`config.mk`:
```
export PLATFORM = sky130hd
export DESIGN_NAME = shot_controller_flat
export DESIGN_NICKNAME = d
export VERILOG_FILES = /design/src/rtl/game_pkg.sv /design/src/rtl/shot_controller_if.sv /design/src/rtl/key_debounce.sv /design/src/rtl/shot_controller.sv /design/src/flat_wrapper.sv
export SDC_FILE = /design/constraint.sdc
export NUM_CORES = 1
export LEC_CHECK = 0
export ABC_AREA = 1
export BUFFER_PORTS_ARGS = -buffer_cell sky130_fd_sc_hd__buf_2
export CAP_MARGIN = 20
export CORE_ASPECT_RATIO = 2
export CORE_MARGIN = 10
export CORE_UTILIZATION = 25
export CTS_CLUSTER_DIAMETER = 30
export CTS_CLUSTER_SIZE = 12
export DETAILED_ROUTE_END_ITERATION = 16
export GPL_TIMING_DRIVEN = 0
export PLACE_DENSITY_LB_ADDON = 0.3
export RECOVER_POWER = 25
export SETUP_SLACK_MARGIN = 0.15
export SKIP_LAST_GASP = 1
export SYNTH_ARGS = -nofsm -noshare
export SYNTH_HDL_FRONTEND = slang
export SYNTH_SLANG_ARGS = --single-unit
```
`constraint.sdc`:
```
create_clock -name clk -period 2.2 [get_ports clk]
set_input_delay 0.22 -clock clk [delete_from_list [all_inputs] [get_ports clk]]
set_output_delay 0.22 -clock clk [all_outputs]
set_load 0.01 [all_outputs]
```
`src/rtl/game_pkg.sv`:
```
// Shared game definitions: shot FSM states, shot counter width and a saturating increment.
// Reused by the HUD and score blocks, so keep it free of block-specific parameters.
package game_pkg;
    localparam int SHOT_COUNT_W = 16;

    typedef enum logic [1:0] {
        S_IDLE,
        S_FIRE,
        S_COOLDOWN,
        S_RELEASE
    } shot_state_t;

    function automatic logic [SHOT_COUNT_W-1:0] sat_inc(input logic [SHOT_COUNT_W-1:0] v);
        return (&v) ? v : v + 1'b1;
    endfunction
endpackage

```
`src/rtl/shot_controller_if.sv`:
```
// Fire-request bus between game control, the shot controller and the missile object.
// master drives the game-side inputs; slave is the shot controller itself.
interface shot_controller_if;
    logic                           startOfFrame;
    logic                           keyFire;
    logic                           missileActive;
    logic                           gameEnable;
    logic                           shotPress;
    logic                           ready;
    logic [game_pkg::SHOT_COUNT_W-1:0] shotCount;

    modport master (
        output startOfFrame, keyFire, missileActive, gameEnable,
        input  shotPress, ready, shotCount
    );

    modport slave (
        input  startOfFrame, keyFire, missileActive, gameEnable,
        output shotPress, ready, shotCount
    );
endinterface

```
`src/rtl/key_debounce.sv`:
```
// Key conditioner: 2-FF synchroniser then stable-time debounce; keyDb follows after 2+DEBOUNCE_CYCLES clks.
// No backpressure: free-running level filter.
module key_debounce #(
    parameter int DEBOUNCE_CYCLES = 250000
) (
    input  logic clk,
    input  logic resetN,
    input  logic key,
    output logic keyDb
);
    localparam int CW = $clog2(DEBOUNCE_CYCLES + 1);
    localparam logic [CW-1:0] CNT_LAST = CW'(DEBOUNCE_CYCLES - 1);

    logic          sync1;
    logic          sync2;
    logic          db_q;
    logic [CW-1:0] cnt_q;

    always_ff @(posedge clk or negedge resetN) begin
        if (!resetN) begin
            sync1 <= 1'b0;
            sync2 <= 1'b0;
            db_q  <= 1'b0;
            cnt_q <= '0;
        end else begin
            sync1 <= key;
            sync2 <= sync1;
            // Any sample agreeing with the current level restarts the stability window.
            if (sync2 == db_q) begin
                cnt_q <= '0;
            end else if (cnt_q == CNT_LAST) begin
                db_q  <= sync2;
                cnt_q <= '0;
            end else begin
                cnt_q <= cnt_q + 1'b1;
            end
        end
    end

    assign keyDb = db_q;
endmodule

```
`src/rtl/shot_controller.sv`:
```
// Fire-request stage: debounced key gated by missile-in-flight, frame cooldown and release-before-refire.
// shotPress is a registered one-cycle pulse; no backpressure beyond missileActive sampled in S_IDLE.
module shot_controller #(
    parameter int DEBOUNCE_CYCLES = 250000,
    parameter int COOLDOWN_FRAMES = 8,
    parameter int AUTO_FIRE       = 0
) (
    input logic              clk,
    input logic              resetN,
    shot_controller_if.slave bus
);
    import game_pkg::*;

    localparam int CDW = (COOLDOWN_FRAMES > 0) ? $clog2(COOLDOWN_FRAMES + 1) : 1;
    localparam logic [CDW-1:0] CD_LAST = CDW'(COOLDOWN_FRAMES);

    shot_state_t             state_q, state_d;
    logic [CDW-1:0]          cd_q, cd_d;
    logic [SHOT_COUNT_W-1:0] count_q, count_d;
    logic                    press_q;
    logic                    out_en_q;
    logic                    key_db;

    key_debounce #(
        .DEBOUNCE_CYCLES(DEBOUNCE_CYCLES)
    ) u_key_debounce (
        .clk   (clk),
        .resetN(resetN),
        .key   (bus.keyFire),
        .keyDb (key_db)
    );

    always_comb begin
        state_d = state_q;
        cd_d    = cd_q;
        case (state_q)
            S_IDLE: begin
                if (bus.gameEnable && key_db && !bus.missileActive) state_d = S_FIRE;
            end
            S_FIRE: begin
                cd_d    = '0;
                state_d = (COOLDOWN_FRAMES > 0) ? S_COOLDOWN : S_RELEASE;
            end
            S_COOLDOWN: begin
                if (bus.startOfFrame) begin
                    cd_d = cd_q + 1'b1;
                    if (cd_d == CD_LAST) state_d = S_RELEASE;
                end
            end
            S_RELEASE: begin
                if (AUTO_FIRE != 0 || !key_db) state_d = S_IDLE;
            end
            default: state_d = S_IDLE;
        endcase
        // Disabling gameplay aborts any shot sequence, including a pending cooldown.
        if (!bus.gameEnable) begin
            state_d = S_IDLE;
            cd_d    = '0;
        end
        count_d = (state_d == S_FIRE) ? sat_inc(count_q) : count_q;
    end

    always_ff @(posedge clk or negedge resetN) begin
        if (!resetN) begin
            state_q  <= S_IDLE;
            cd_q     <= '0;
            count_q  <= '0;
            press_q  <= 1'b0;
            out_en_q <= 1'b0;
        end else begin
            state_q  <= state_d;
            cd_q     <= cd_d;
            count_q  <= count_d;
            press_q  <= (state_d == S_FIRE);
            out_en_q <= 1'b1;
        end
    end

    // out_en_q keeps the HUD indicator low while reset is asserted, whatever the inputs do.
    assign bus.shotPress = press_q;
    assign bus.ready     = out_en_q && (state_q == S_IDLE) && bus.gameEnable && !bus.missileActive;
    assign bus.shotCount = count_q;
endmodule
```
`src/flat_wrapper.sv`:
```
// flat-port wrapper written by rule: the top's interface ports become plain ports
module shot_controller_flat import game_pkg::*;
#(
    parameter int DEBOUNCE_CYCLES = 250000,
    parameter int COOLDOWN_FRAMES = 8,
    parameter int AUTO_FIRE       = 0
)
  (clk, resetN, bus_startOfFrame, bus_keyFire, bus_missileActive, bus_gameEnable, bus_shotPress, bus_ready, bus_shotCount);
  shot_controller_if bus_i ();
  input logic clk;
  input logic resetN;
  input wire logic [$bits(bus_i.startOfFrame)-1:0] bus_startOfFrame;
  input wire logic [$bits(bus_i.keyFire)-1:0] bus_keyFire;
  input wire logic [$bits(bus_i.missileActive)-1:0] bus_missileActive;
  input wire logic [$bits(bus_i.gameEnable)-1:0] bus_gameEnable;
  output wire logic [$bits(bus_i.shotPress)-1:0] bus_shotPress;
  output wire logic [$bits(bus_i.ready)-1:0] bus_ready;
  output wire logic [$bits(bus_i.shotCount)-1:0] bus_shotCount;
  assign bus_i.startOfFrame = bus_startOfFrame;
  assign bus_i.keyFire = bus_keyFire;
  assign bus_i.missileActive = bus_missileActive;
  assign bus_i.gameEnable = bus_gameEnable;
  assign bus_shotPress = bus_i.shotPress;
  assign bus_ready = bus_i.ready;
  assign bus_shotCount = bus_i.shotCount;
  shot_controller #(.DEBOUNCE_CYCLES(DEBOUNCE_CYCLES), .COOLDOWN_FRAMES(COOLDOWN_FRAMES), .AUTO_FIRE(AUTO_FIRE)) u_core (.clk(clk), .resetN(resetN), .bus(bus_i));
endmodule
```
Word level (Yosys, flattened, before mapping)

Cells that the tools add are included.

Multiplexer cells: 11
Bitwise gates (word level): 2
Reduce and logical (&&, ||, !) cells: 11
Add/sub/neg operators: 3
Equal/unequal tests: 9

Operator list:

| cell                                                                   | number |
|---|---|
| 18-bit 2-to-1 mux                                                      | 2 |
| 18-bit by 1-bit adder with 18-bit output (second input constant)       | 1 |
| 18-bit equality test (second input constant)                           | 1 |
| 16-bit by 1-bit adder with 16-bit output (second input constant)       | 1 |
| 16-bit AND reduction                                                   | 1 |
| 2-bit 2-to-1 mux                                                       | 5 |
| 4-bit 2-to-1 mux                                                       | 2 |
| 2-bit case mux with 4 select lines                                     | 1 |
| 4-bit case mux with 2 select lines                                     | 1 |
| 2-bit AND reduction                                                    | 3 |
| 1-bit logical AND                                                      | 5 |
| 4-bit by 1-bit adder with 4-bit output (second input constant)         | 1 |
| 2-bit by 1-bit equality test with 1-bit output (second input constant) | 2 |
| 2-bit equality test (second input constant)                            | 2 |
| 4-bit equality test (second input constant)                            | 1 |
| 3-bit by 1-bit != test with 1-bit output (second input constant)       | 1 |
| 3-bit != test (second input constant)                                  | 1 |
| 2-bit zero test                                                        | 1 |
| 1-bit inverter                                                         | 2 |
| 1-bit equality test                                                    | 1 |
| 1-bit zero test                                                        | 1 |

Input port bits: 6
Output and inout port bits: 18
Register bits after elaboration: 45

Longest topological paths before layout

Gate-level depths: netlist (run 1).

Depth in word-level cells: 8
Depth in mapped cells: 9
Depth with buffers taken out: 9

Modules after synthesis

From an unflattened synthesis (run 1), not the netlist that was laid out.

Cells, all modules: 342
Area total of the unflattened synthesis: 2602.5 um^2

Modules (own cells, without submodules):

| module          | times used | area each (um^2) | sequential area each (um^2) | cells an instance |
|---|---|---|---|---|
| shot_controller | 1          | 1497.7           | 600.6                       | 202 |
| key_debounce    | 1          | 1104.8           | 525.5                       | 140 |

Least setup slack after synthesis (run 1)

No wires, ideal clock.

Path kind: register -> register
Start point: register u_core.count_q[0] (netlist: u_core.bus.shotCount[0])
End point: register u_core.count_q[13] (netlist: u_core.bus.shotCount[13])
Setup time: 0.065 ns
Path slack: 0.662 ns
Data required time: 2.135 ns
Period minus slack after synthesis: 1.538 ns
Arrival: 1.473 ns
Stages on the path, launching flop included: 10
Path through: dfrtp_1 > ha_1 > nand3_1 > inv_2 > nand2_2 > nor2_1 > nor2_2 > buf_6 > nand2_1 > nand2_1

Cells in the longest elaborated chain, start to end: 3
Elaborated cells between the ends (all ways): 4
Classes of those cells: 1 x add/sub; 1 x bitwise; 2 x reduce/logical

RTL lines:

| element                                                                          | line                  | source |
|---|---|---|
| from (decl)                                                                      | shot_controller.sv:19 | `logic [SHOT_COUNT_W-1:0] count_q, count_d;` |
| from (signal assigned)                                                           | shot_controller.sv:73 | `count_q <= count_d;` |
| branches (longest 3 deep; another with 16-bit by 1-bit adder with 16-bit output) | -                     |  |

Parallel ways; which one is timed is not known.
A chain may end at the register's enable or synchronous reset.

Worst setup path in the final report (run 1)

Start point: register u_core.count_q[0] (netlist: u_core.bus.shotCount[0])
End point: register u_core.count_q[9] (netlist: u_core.bus.shotCount[9])

Same word-level chain as after synthesis.

==> results of run 1 <==
## registers in the layout, indices dropped and copies added, names as in the netlist
name and cells:
u_core.u_key_debounce.cnt_q 18, u_core.bus.shotCount 16, u_core.cd_q 4, u_core.state_q 2, u_core.bus.shotPress 1, u_core.out_en_q 1, u_core.u_key_debounce.keyDb 1, u_core.u_key_debounce.sync1 1
u_core.u_key_debounce.sync2 1
## per-layer routing
layer,vias up,track usage (%),routed length (µm)
met1,992,7.399,2196
li1,1091,-,-
met5,-,0,0
met2,29,16.37,3447
met3,13,1.681,140
met4,0,5.750,212
## cell usage after synthesis
| library cell | instances | area, µm² |
|---|---|---|
| a21oi_1 | 2 | 10.01 |
| and2_1 | 1 | 6.260 |
| and3_1 | 1 | 6.260 |
| buf_6 | 2 | 22.52 |
| clkbuf_1 | 1 | 3.750 |
| clkinv_1 | 1 | 3.750 |
| conb_1 | 1 | 3.750 |
| dfrtp_1 | 45 | 1126 |
| ha_1 | 3 | 37.54 |
| inv_1 | 29 | 108.9 |
| inv_2 | 3 | 11.26 |
| nand2_1 | 102 | 382.9 |
| nand2_2 | 1 | 6.260 |
| nand3_1 | 23 | 115.1 |
| nand3b_1 | 3 | 22.52 |
| nand4_1 | 9 | 56.30 |
| nor2_1 | 55 | 206.5 |
| nor2_2 | 1 | 6.260 |
| nor3_1 | 5 | 25.02 |
| nor3_2 | 1 | 10.01 |
| nor3_4 | 1 | 16.27 |
| nor3b_1 | 1 | 7.510 |
| o21a_1 | 1 | 7.510 |
| o21ai_0 | 10 | 50.05 |
| o21ai_1 | 2 | 10.01 |
| o21ai_4 | 1 | 16.27 |
| o21bai_1 | 2 | 15.01 |
| xnor2_1 | 6 | 52.55 |
| xor2_1 | 14 | 122.6 |
## final cells by class
cell class	count	area (µm²)	share of cell area, %
buffer	3	26.28	0.9052
sequential	45	1126	38.79
multi-input combinational	246	1192	41.08
clock inverter	1	7.507	0.2586
clock buffer	7	132.6	4.569
timing repair buffer	25	128.9	4.440
inverter	33	123.9	4.267
tap	132	165.2	5.690
## logic make-up (layout without fill, tap and decap cells)
group | count (synthesis) | in the layout | share of synthesized area (%)
AND/OR/NAND/NOR | 204 | 204 | 35.12
XOR/XNOR | 20 | 20 | 7.096
AO/OA/AOI/OAI | 18 | 18 | 4.410
adder cells (fa/ha/maj) | 3 | 3 | 1.521
flip-flops | 45 | 45 | 45.62
other | 1 | 1 | 0.1519
buffers and inverters | 36 | 69 | 6.082
## critical path, cell delays in order, from the launching register on
cell and delay, ns:
dfrtp_1 0.43, ha_1 0.27, nand3_1 0.20, inv_2 0.08, nand2_2 0.12, nor2_1 0.07, nor2_2 0.26, buf_6 0.20
nand2_1 0.06, nand2_1 0.06
## report_power, final
part	switching (mW)	total, mW	internal, mW
Combinational	0.0327	0.0448	0.0121
Sequential	0.00568	0.840	0.835
Clock	0.309	0.731	0.422
## final timing paths
path                                        startpoint  slack (ns)  depth (start not counted)                               to
min in group asynchronous                       resetN        0.35                          2                  u_core.out_en_q
max in group asynchronous                       resetN        0.55                          3  u_core.u_key_debounce.cnt_q[10]
max reg2reg                    u_core.bus.shotCount[0]        0.38                          9          u_core.bus.shotCount[9]
min reg2reg                u_core.u_key_debounce.sync1        0.37                          0      u_core.u_key_debounce.sync2
max                            u_core.bus.shotCount[0]        0.38                          9          u_core.bus.shotCount[9]
min                                        bus_keyFire        0.04                          1      u_core.u_key_debounce.sync1
==> flow_summary.toml, run 1 <==
[die]
dieArea_um2 = 14490
ioPinCount = 24
initial_core_util_pct = 25.45
coreArea_um2 = 9699
rows = 51
dieHeight_um = 160.5
die_w_um = 90.27

[finish]
fin_area_um2 = 2903
area_growth_pct = 17.59
post-route-util_pct = 29.93
layout_common_cells = "nand2_1 (102), nor2_1 (55), dfrtp_1 (45)"
nNetsFinal = 368
antenna_cells = 0
final_common_cell = "nand2_1"
drive_gt1_share_pct = 10.83
final_cells = 492
fill_cells = 1109

[detailed_routing]
wl_per_cell_um = 12.19
wirelength_mm = 5.996
drt-pass1-iter-count = 4
initialDrtViolationCount = 56
drc = 0
ant_nets = 0
vias_per_cell = 4.319
dr_total_vias = 2125

[timing]
min_period_over_period_pct = 82.70
fin_skew_ns = 0.009936
setup_ws_ns = 0.3807
period_needed_ns = 1.819
rsz0062_at_grt = "no"
setup_viol = 0
slew_violations = 0
setup_tns_ns = 0
slew-limit-headroom_pct = 31.92
tightest_slew_ns = 1.021
whs_ns = 0.03616
hold_viol_final = 0
fmax_mhz = 549.7

[placement]
dpl-instance-area_um2 = 2749
dp_hpwl_mm = 4.629
place_inst = 482
placement.io_buffers = 23
pre_cts_slack_ns = 0.3760
place_congestion = 0.8410

[cts]
cts_setup_buffers = 0
ctsRootBufferMaster = "clkbuf_16"
cts.repair.resized = 0
cts_tree = "done"
numCtsBuffers = 5
cts_sinks = 45
clk_pin_slew_ns = 0.06
holdBufCountCts = 0
clkLatencyLatePin_ns = 0.29
cts_buffer_depth = 2
cts_max_level = 2

[run_status]
status = "completed"

[yosys]
ys_seq_area_share_pct = 45.62
syn_area_per_cell_um2 = 7.549
yosys_warnings = 0
syn_nets = 336
synthCells = 327
ys_types = 29
netlist_area_um2 = 2469
ys_ff_latch = 45

[global_routing]
grt_pass1_vias = 2116
grt_max_degree = 46
grt_pass1_wl_mm = 9.798
antenna_found_initial = 0
grt_util_all_layers_pct = 8.406
overflow = 0

[power_and_ir_drop]
powerDensity_nw_per_um2 = 556.9
max-vdd-ir-drop_uv = 396.4
p_total_mw = 1.617
p_leak_nw = 1.294

[job]
maxCapViolations = 0

[setup_path]
criticalPathCategory = "reg -> reg"
critPathCaptureType = "register"
worst_ep_arrival_time_ns = 2.05
worstPathRequired_ns = 2.43
crit_fanout = 10
start_kind = "register"

[min_path]
hold_path.class = "in -> reg"
Note: power is estimated with default switching activity, not from simulation.
==> inputs of run 2 (changes only) <==
--- a/config.mk
+++ b/config.mk
@@ -5,7 +5,7 @@
 export SDC_FILE = /design/constraint.sdc
 export NUM_CORES = 1
 export LEC_CHECK = 0
-export ABC_AREA = 1
+export ABC_AREA = 0
 export BUFFER_PORTS_ARGS = -buffer_cell sky130_fd_sc_hd__buf_2
 export CAP_MARGIN = 20
 export CORE_ASPECT_RATIO = 2
==> constraint.sdc (replaced) <==
create_clock -name clk -period 1.7 [get_ports clk]
set_input_delay 0.17 -clock clk [delete_from_list [all_inputs] [get_ports clk]]
set_output_delay 0.17 -clock clk [all_outputs]
set_load 0.01 [all_outputs]
==> flow_summary.toml, run 2 <==
[run_status]
status = "finished, violations left"
violations = "negative setup slack"

[detailed_routing]
ant_nets = 0
wl_per_cell_um = 14.85
wl_met2_mm = 3.301
route.met3.wl_um = 240
highest_layer = "met4"
met1_length_mm = 2.126
initialDrtViolationCount = 59
drt-pass1-iter-count = 4
wirelength_mm = 5.805
vias_per_cell = 4.908
drc = 0
dr_total_vias = 1919

[die]
rows = 48
dieArea_um2 = 13290
dieHeight_um = 153.3
die_w_um = 86.67
coreArea_um2 = 8648
initial_core_util_pct = 25.69
ioPinCount = 24

[yosys]
syn_area_per_cell_um2 = 9.920
synth_xor_area_share_pct = 11.04
synth_top_area_cell = "dfrtp_1"
synthArstFlopShare_pct = 100.0
yosys.area_share.simple_pct = 26.07
ys_seq_area_share_pct = 50.68
syn_nets = 233
yosys_warnings = 0
synth-edff-count = 0
ys_ff_latch = 45
muxShareOfSynthArea_pct = 1.520
yosys-top-cells-count = "dfrtp_1 (45), nor2_1 (24), nand3_1 (17)"
netlist_area_um2 = 2222
yosys.area_share.adder_pct = 1.689
ys_top_cells_by_area = "dfrtp_1 (51%), xnor2_1 (6.3%), xor2_1 (4.7%)"
synth_top_family_by_area = "simple AND/OR/NAND/NOR gates"
yosysMostFrequentCell = "dfrtp_1"
synth_compound_gate_area_share_pct = 6.475
ys_types = 34
ys.flop_type = "dfrtp_1"
synth_top_area_share_pct = 50.68
synthCells = 224

[setup_path]
r2r_slack_ns = -0.21
cp_num_buf_inv = 0
crit_chain = "or4_1 > or4_4 > nor2_2 > mux2_2"
max_stage_delay_ns = 0.54
start_kind = "register"
criticalPathCategory = "reg -> reg"
path_delay_family = "simple AND/OR/NAND/NOR gates"
r2r_cells = 4
worst_ep_arrival_time_ns = 2.08
critPathCaptureType = "register"
cp_slowest_cell = "or4_1"
crit_fanout = 2
timing.rr.start = "u_core.u_key_debounce.cnt_q[11]"
reg2reg_to = "u_core.u_key_debounce.keyDb"
worstPathRequired_ns = 1.88

[finish]
drive_gt1_share_pct = 35.40
area_growth_pct = 44.43
antenna_cells = 0
largest_reg_flops = 18
regArea_um2 = 1132
fin_area_um2 = 3209
nNetsFinal = 299
regMostFlops = "u_core.u_key_debounce.cnt_q"
final_common_cell = "dfrtp_1"
layout_common_cells = "dfrtp_1 (40), buf_4 (26), nor2_1 (21), buf_2 (21), xnor2_1 (16)"
multi_input_area_um2 = 1291
fill_cells = 839

[power_and_ir_drop]
p_leak_nw = 1.393
max-vdd-ir-drop_uv = 307.0
powerDensity_nw_per_um2 = 722.8

[timing]
setup_viol = 19
rsz0062_at_grt = "yes"
slew-limit-headroom_pct = 61.89
min_period_over_period_pct = 112.3
tightest_slew_ns = 0.5716
hold_viol_final = 0
period_needed_ns = 1.909
fmax_mhz = 523.9
setup_tns_ns = -3.552
slew_violations = 0
setup_ws_ns = -0.2089
fin_skew_ns = 0.008226

[min_path]
hold_path.class = "in -> reg"
hold_depth = 3
hp-start = "bus_gameEnable"
hold_path_end = "u_core.state_q[0]"

[placement]
place_congestion = 0.8186
placement.io_buffers = 23
dp_hpwl_mm = 3.845
dpl-instance-area_um2 = 2529

[cts]
cts_sinks = 45
cts_buffer_depth = 2
cts_max_level = 2
clkLatencyLatePin_ns = 0.29
cts_tree = "done"
clk_pin_slew_ns = 0.06
numCtsBuffers = 5
ctsRootBufferMaster = "clkbuf_16"

[job]
maxCapViolations = 0

[global_routing]
grt_max_degree = 46
overflow = 0
grt_util_all_layers_pct = 9.093
grt_pass1_wl_mm = 9.887
grt_pass1_vias = 1988
antenna_found_initial = 0
run 2: cells by family (layout without fill, tap and decap cells):
family | count (synthesis) | in the layout
AO/OA/AOI/OAI | 23 | 23
XOR/XNOR | 28 | 28
adder cells (fa/ha/maj) | 3 | 3
buffers and inverters | 12 | 79
flip-flops | 45 | 45
multiplexers | 3 | 3
other | 1 | 1
AND/OR/NAND/NOR | 109 | 109
run 2: layout make-up:
class	count	share of cell area [%]
Buffer	5	1.170
Clock buffer	7	4.444
Clock inverter	1	0.9357
Inverter	7	0.8967
Multi-Input combinational cell	167	40.23
Sequential cell	45	35.28
Tap cell	100	3.899
Timing Repair Buffer	59	13.14
run 2: how the worst max path moves through the flow:
stage                                      endpoint  cells past startpoint                             from  slack, ns
global route        u_core.u_key_debounce.cnt_q[14]                      5  u_core.u_key_debounce.cnt_q[11]      -0.27
finish                  u_core.u_key_debounce.keyDb                      4  u_core.u_key_debounce.cnt_q[11]      -0.21
detailed placement  u_core.u_key_debounce.cnt_q[14]                      5  u_core.u_key_debounce.cnt_q[11]      -0.41
CTS                     u_core.u_key_debounce.keyDb                      4  u_core.u_key_debounce.cnt_q[11]      -0.24
floorplan               u_core.u_key_debounce.keyDb                      4  u_core.u_key_debounce.cnt_q[11]      -0.21
global placement    u_core.u_key_debounce.cnt_q[12]                      5  u_core.u_key_debounce.cnt_q[11]      -0.42
run 2: where the power goes:
| group | switching (mW) | internal [mW] |
|---|---|---|
| registers | 0.00816 | 1.08 |
| logic | 0.0529 | 0.0336 |
| clock network | 0.410 | 0.735 |
| total | 0.471 | 1.85 |
run 2: tightest hold or removal path: cells and delay by family:
kind                   cells  cell delay [ns]
buffers and inverters      1             0.10
AND/OR/NAND/NOR            1             0.10
AO/OA/AOI/OAI              1             0.10
run 2: metal layers:
layer,vias up,GRT usage (%)
met5,-,0
met4,0,4.422
met3,11,2.555
met2,38,16.40
met1,939,9.045
li1,931,-
run 2: metrics by stage:
step / instances / hold slack [ns] / total power, mW / utilization (%) / worst slack, ns
finish: 391 / 0.2276 / 2.320 / 37.11 / -0.2089
detailed placement: 347 / 0.2827 / 1.174 / 29.24 / -0.4131
global route: 391 / 0.2557 / 2.402 / 37.11 / -0.2739
global placement: 347 / 0.2821 / 1.173 / 29.24 / -0.4185
CTS: 377 / 0.1051 / 2.346 / 34.82 / -0.2393
floorplan: 224 / -0.1256 / 1.134 / - / -0.2108
run 2: repair_timing:
| action | CTS | global route |
|---|---|---|
| cloned | 0 | 0 |
| hold buffers | 1 | 1 |
| hold endpoints to repair | 1 | 10 |
| pin swaps | 12 | 11 |
| buffers inserted | 21 | 12 |
| gates resized for setup | 27 | 20 |
| endpoints found under the setup margin | 36 | 39 |
